`config.mk`:
```
export PLATFORM = sky130hd
export DESIGN_NAME = cmerge_arb_fifo
export DESIGN_NICKNAME = d
export VERILOG_FILES = /design/src/rtl/cache_ctrl_pkg.sv /design/src/rtl/cmerge_arb.sv /design/src/rtl/cmerge_arb_fifo.sv
export SDC_FILE = /design/constraint.sdc
export NUM_CORES = 1
export LEC_CHECK = 0
export ABC_AREA = 1
export CAP_MARGIN = 10
export CORE_MARGIN = 2
export CORE_UTILIZATION = 30
export DETAILED_ROUTE_END_ITERATION = 7
export PLACE_DENSITY = 0.48
export SYNTH_ARGS = -nofsm -noshare
export SYNTH_HDL_FRONTEND = slang
export SYNTH_SLANG_ARGS = --single-unit
export TNS_END_PERCENT = 5
```
`constraint.sdc`:
```
create_clock -name clk -period 2.3 [get_ports clk]
set_clock_uncertainty 0.15 [all_clocks]
set_input_delay 0.345 -clock clk [delete_from_list [all_inputs] [get_ports clk]]
set_output_delay 0.345 -clock clk [all_outputs]
set_load 0.005 [all_outputs]
```
`src/rtl/cache_ctrl_pkg.sv`:
```
// Shared cache-control definitions: arbitration modes, width defaults, clog2 helper.
// Imported by the replacement-request merge and its arbiter.
package cache_ctrl_pkg;

    typedef enum logic {
        ARB_FIXED = 1'b0,
        ARB_RR    = 1'b1
    } arb_mode_e;

    // Way/index encoding used throughout cache control is 3 bits wide.
    localparam int DEF_W = 3;

    function automatic int clog2(input int v);
        int r;
        r = 0;
        while ((1 << r) < v) begin
            r = r + 1;
        end
        return r;
    endfunction

endpackage

```
`src/rtl/cmerge_arb.sv`:
```
// N-way request arbiter: fixed priority (channel 0 highest) or round-robin from ptr.
// Latency: purely combinational, grant valid in the same cycle as req.
// Backpressure: none here; the caller qualifies gnt with its own push condition.
module cmerge_arb
    import cache_ctrl_pkg::*;
#(
    parameter int N   = 3,
    parameter int IDW = clog2(N)
) (
    input  logic [N-1:0]   req,
    input  logic [IDW-1:0] ptr,
    input  arb_mode_e      mode,
    output logic [N-1:0]   gnt,
    output logic [IDW-1:0] gnt_id
);

    int   base;
    int   idx;
    logic found;

    always_comb begin
        gnt    = '0;
        gnt_id = '0;
        found  = 1'b0;
        idx    = 0;
        base   = (mode == ARB_RR) ? int'(ptr) : 0;
        // Scan N slots starting at base; first requester found wins.
        for (int i = 0; i < N; i++) begin
            idx = base + i;
            if (idx >= N) begin
                idx = idx - N;
            end
            if (!found && req[idx]) begin
                found       = 1'b1;
                gnt[idx]    = 1'b1;
                gnt_id      = IDW'(idx);
            end
        end
    end

endmodule

```
`src/rtl/cmerge_arb_fifo.sv`:
```
// Merges N request channels into one stream through a DEPTH-entry FIFO tagged with source id.
// Latency: 1 cycle from accept (o_free) to head valid; no fall-through.
// Backpressure: accept stalls while the FIFO is full; downstream pops with i_freeNext.
module cmerge_arb_fifo
    import cache_ctrl_pkg::*;
#(
    parameter int N     = 3,
    parameter int W     = DEF_W,
    parameter int DEPTH = 4,
    parameter int RR    = 0
) (
    input  logic                       clk,
    input  logic                       rst,
    input  logic [N-1:0]               i_drive,
    input  logic [N*W-1:0]             i_data,
    output logic [N-1:0]               o_free,
    output logic                       o_driveNext,
    output logic [W-1:0]               o_data,
    output logic [clog2(N)-1:0]        o_srcId,
    input  logic                       i_freeNext,
    output logic [clog2(DEPTH):0]      o_count
);

    localparam int IDW = clog2(N);
    localparam int AW  = clog2(DEPTH);
    localparam int CW  = AW + 1;

    typedef struct packed {
        logic [IDW-1:0] src;
        logic [W-1:0]   dat;
    } entry_t;

    entry_t         mem [DEPTH];
    entry_t         head;
    logic [AW-1:0]  wr_ptr;
    logic [AW-1:0]  rd_ptr;
    logic [CW-1:0]  count;
    logic [IDW-1:0] rr_ptr;
    logic [IDW-1:0] rr_nxt;
    logic [N-1:0]   gnt;
    logic [IDW-1:0] gnt_id;
    logic [W-1:0]   wr_dat;
    logic           full;
    logic           empty;
    logic           push;
    logic           pop;
    arb_mode_e      mode;

    assign mode = (RR == 1) ? ARB_RR : ARB_FIXED;

    cmerge_arb #(
        .N   (N),
        .IDW (IDW)
    ) u_arb (
        .req    (i_drive),
        .ptr    (rr_ptr),
        .mode   (mode),
        .gnt    (gnt),
        .gnt_id (gnt_id)
    );

    assign full  = (count == CW'(DEPTH));
    assign empty = (count == '0);

    // Reset gates push so o_free reads zero while rst is low, independent of count.
    assign push   = rst && (|i_drive) && !full;
    assign pop    = !empty && i_freeNext;
    assign o_free = push ? gnt : '0;

    always_comb begin
        wr_dat = '0;
        for (int k = 0; k < N; k++) begin
            if (gnt[k]) begin
                wr_dat = i_data[k*W +: W];
            end
        end
    end

    assign rr_nxt = (gnt_id == IDW'(N - 1)) ? '0 : gnt_id + IDW'(1);

    always_ff @(posedge clk or negedge rst) begin
        if (!rst) begin
            wr_ptr <= '0;
            rd_ptr <= '0;
            count  <= '0;
            rr_ptr <= '0;
        end else begin
            if (push) begin
                wr_ptr <= wr_ptr + AW'(1);
                rr_ptr <= rr_nxt;
            end
            if (pop) begin
                rd_ptr <= rd_ptr + AW'(1);
            end
            case ({push, pop})
                2'b10:   count <= count + CW'(1);
                2'b01:   count <= count - CW'(1);
                default: count <= count;
            endcase
        end
    end

    // Storage needs no reset: empty masks the head outputs.
    always_ff @(posedge clk) begin
        if (push) begin
            mem[wr_ptr] <= '{src: gnt_id, dat: wr_dat};
        end
    end

    assign head        = mem[rd_ptr];
    assign o_driveNext = !empty;
    assign o_data      = empty ? '0 : head.dat;
    assign o_srcId     = empty ? '0 : head.src;
    assign o_count     = count;

endmodule
```
==> metrics.md <==
| Metric | Value |
|---|---|
| Final hold slack | 0.359 ns |
| Slew margin rel. | between 70% and 80% |
| Most common cell after layout, fill and taps aside | nand2_1 |
| Max FO, Critical Path | 11 |
| Die X | around 70 um |
| Power Internal | about 1.2 mW |
| Critical Path Most Common Cell | nand2_1 |
| Postcts setup bufs | 0 |
| Fmax | around 450 MHz |
| Syn Area/Cell | ~9.1 um2 |
| All-Layer GR Usage | approximately an eighth |
| Final WS setup | between 0.09 and 0.1 ns |
| Flop pwr share | about two fifths |
| FP Rows | 24 |
| Data arrival, critical path | ~1.7 ns |
| Die Span Y | 72.0 um |
| Switching pwr | between 0.6 and 0.7 mW |
| Worst min-delay path category | input pin to asynchronous set/reset pin |
| Area of the core | roughly 4400 um2 |
| Final Slew Violations | 0 |
| RSZ-0062 raised after global routing | yes |
| First-pass GRT wire length | roughly 5000 um |
| Root Buffer | clkbuf_8 |
| Final instance area | roughly 1800 um2 |
| Register area share after synthesis | a little under three fifths |
| Largest net degree at the start of global routing | 15 |
| Maximum clock path buffer count | 2 |
| Clock sinks | 27 |
| Final setup viols | 0 |
| Pwr Density | around 1100 nW/um2 |
| DRC Markers | 0 |
| P&R area growth vs syn | 31.3% |
| Vias in the first global route | approximately 1100 |
| Crit path max-delay family | buffers and inverters |
| TritonCTS buffer count | 3 |
| N_diodes | 0 |
| Crit-path max cell delay | ~0.51 ns |
| Critical path class | register to output port |
| Switching Share | between 30% and 40% |
| Synth Cell Area | approximately 1400 um2 |
| Pre-antenna DRT Iters | 4 |
| Combinational share of power | a little under half |
| Crit path required time | ~1.8 ns |
| #FFs+latches synth | 27 |
| Boundary Pins | 27 |
| Initial DRC count | 62 |
| Cell-by-cell trace of the critical path | inv_4, nand2_1, nand2_1, nand2_1, a21oi_1, clkdlybuf4s50_1 |
| Final HPWL DP | 2260 um |
| Clock slew at reported path FFs | 0.09 ns |
| Placed cell areas | 1760 um2 |
| Syn_nets | approximately 170 |
| Layout cell share with drive strength beyond 1 | 11.5% |
| Worst setup EP type | output port |
| Post-Route WL | 2840 um |
| CP Launch Type | register |
| Port buffer count | 26 |
| NumNets Final | 213 |
| Tightest Pin Transition | 0.310 ns |
| Most frequent cells in the layout | 54 x nand2_1, 26 x inv_1, 23 x clkdlybuf4s50_1 |
| Clk pwr share | 13.3% |
| Placed insts | roughly 240 |
| Worst-skew pair later-pin latency | roughly 0.26 ns |
| Setup slack at placement | -0.194 ns |
| Total Power | 1.95 mW |
| # Max-Cap Violations | 0 |
| Outcome | finished clean |
| Total grt overflow | 0 |
| CP Buf/Inv Count | 2 |
| Die area | 5190 um2 |
| Post-Synthesis Cells | 153 |
| Initial core utilization | 31.4% |
| CTS H-Tree Depth | 1 |
| Fin. Hold Viols | 0 |
| Via count | between 1000 and 1500 |
| CTS tree | built |
| Peak supply drop | 0.355 mV |
| Fin cells | ~240 |
| Synth warn | 0 |
| Final Cycle Share | between 90% and 100% |
| Routed length per placed instance | around 12 um |
| Routed Antenna Nets | 0 |
| Tmin final | approximately 2.2 ns |
| Post-DR vias/cell | 4.35 |
| Slowest CP cell | clkdlybuf4s50_1 |
| GPL Wtd Cong | slightly below 0.8 |
| Cell variety after synth | 16 |
| Leakage power | between 0.8 and 0.9 nW |
| Number of antenna violations at the first check in global routing | 0 |
-- metrics by stage --
| step | util [%] | setup TNS (ns) |
|---|---|---|
| floorplan | - | 0 |
| global placement | 39.9 | -0.285 |
| detailed placement | 39.9 | -0.414 |
| CTS | 40.9 | -0.0509 |
| global route | 41.3 | -0.181 |
| finish | 41.3 | 0 |
-- area by class of cell --
cell class / count / area (um2)
Clock buffer: 4 / 45.0
Tap cell: 52 / 65.1
Timing Repair Buffer: 37 / 347
Inverter: 29 / 111
Sequential cell: 27 / 777
Fill cell: 443 / 2590
Multi-Input combinational cell: 94 / 477
-- power by group through the flow --
stage	logic, mW	clock network, mW	registers, mW
2_1_floorplan	0.559	0	0.732
3_3_place_gp	0.916	0	0.759
3_5_place_dp	0.931	0	0.766
4_1_cts	0.933	0.274	0.755
5_1_grt	1.07	0.287	0.786
6_report	0.925	0.259	0.764
-- path summary, 6_finish.rpt --
check / from / endpoint / slack [ns] / depth (start not counted)
max in group asynchronous: rst / rd_ptr[0] / 1.50 / 2
min in group clk: o_count[0] / o_count[0] / 0.36 / 1
max reg2reg: o_count[0] / o_count[2] / 0.16 / 11
min reg2reg: o_count[0] / o_count[0] / 0.36 / 1
min: rst / o_count[0] / 0.36 / 2
max: rd_ptr[0] / o_data[0] / 0.1 / 6
-- per-layer routing --
| metal | vias up | GRT usage [%] | part of all wire, % |
|---|---|---|---|
| met5 | - | 0 | 0 |
| met4 | 0 | 3.77 | 0.84 |
| met3 | 2 | 1.67 | 2.3 |
| met2 | 13 | 21.9 | 49 |
| met1 | 488 | 15.6 | 48 |
| li1 | 554 | - | - |
-- what timing repair did --
action	in CTS	in global routing
setup endpoints to repair	4	7
endpoints found under the hold margin	0	0
hold buffers	0	0
gates resized for setup	3	7
-- cell usage after synthesis, drive strengths merged --
master	n	area (um2)
nand4	3	18.8
fa	1	20.0
inv	29	109
ha	5	62.6
dfrtp	7	175
or2	1	6.26
nor2	8	30.0
edfxtp	20	601
nand2	55	206
a21oi	5	25.0
o21ai	2	10.0
buf	3	33.8
nand3	12	72.6
xnor2	2	17.5
-- worst register-to-register path, cell delays in order (launching register included) --
cell     delay (ns)
dfrtp_1        0.39
inv_1          0.11
nand3_1        0.15
nand2_1        0.09
inv_1          0.11
ha_1           0.15
inv_1          0.05
fa_1           0.38
or2_2          0.32
nand3_1        0.08
nand2_1        0.05
nand2_1        0.06
-- cells by family after synthesis --
group	Yosys count	share of synthesized area [%]
adder cells (fa/ha/maj)	6	5.95
buffers and inverters	32	10.3
flip-flops	27	55.9
AND/OR/NAND/NOR	79	24.1
AO/OA/AOI/OAI	7	2.52
XOR/XNOR	2	1.26
-- registers in the layout (all words and copies together) (netlist names) --
register	count
rd_ptr	2
o_count	3
mem	20
wr_ptr	2
No activity file was read; power rests on OpenSTA's default activity.
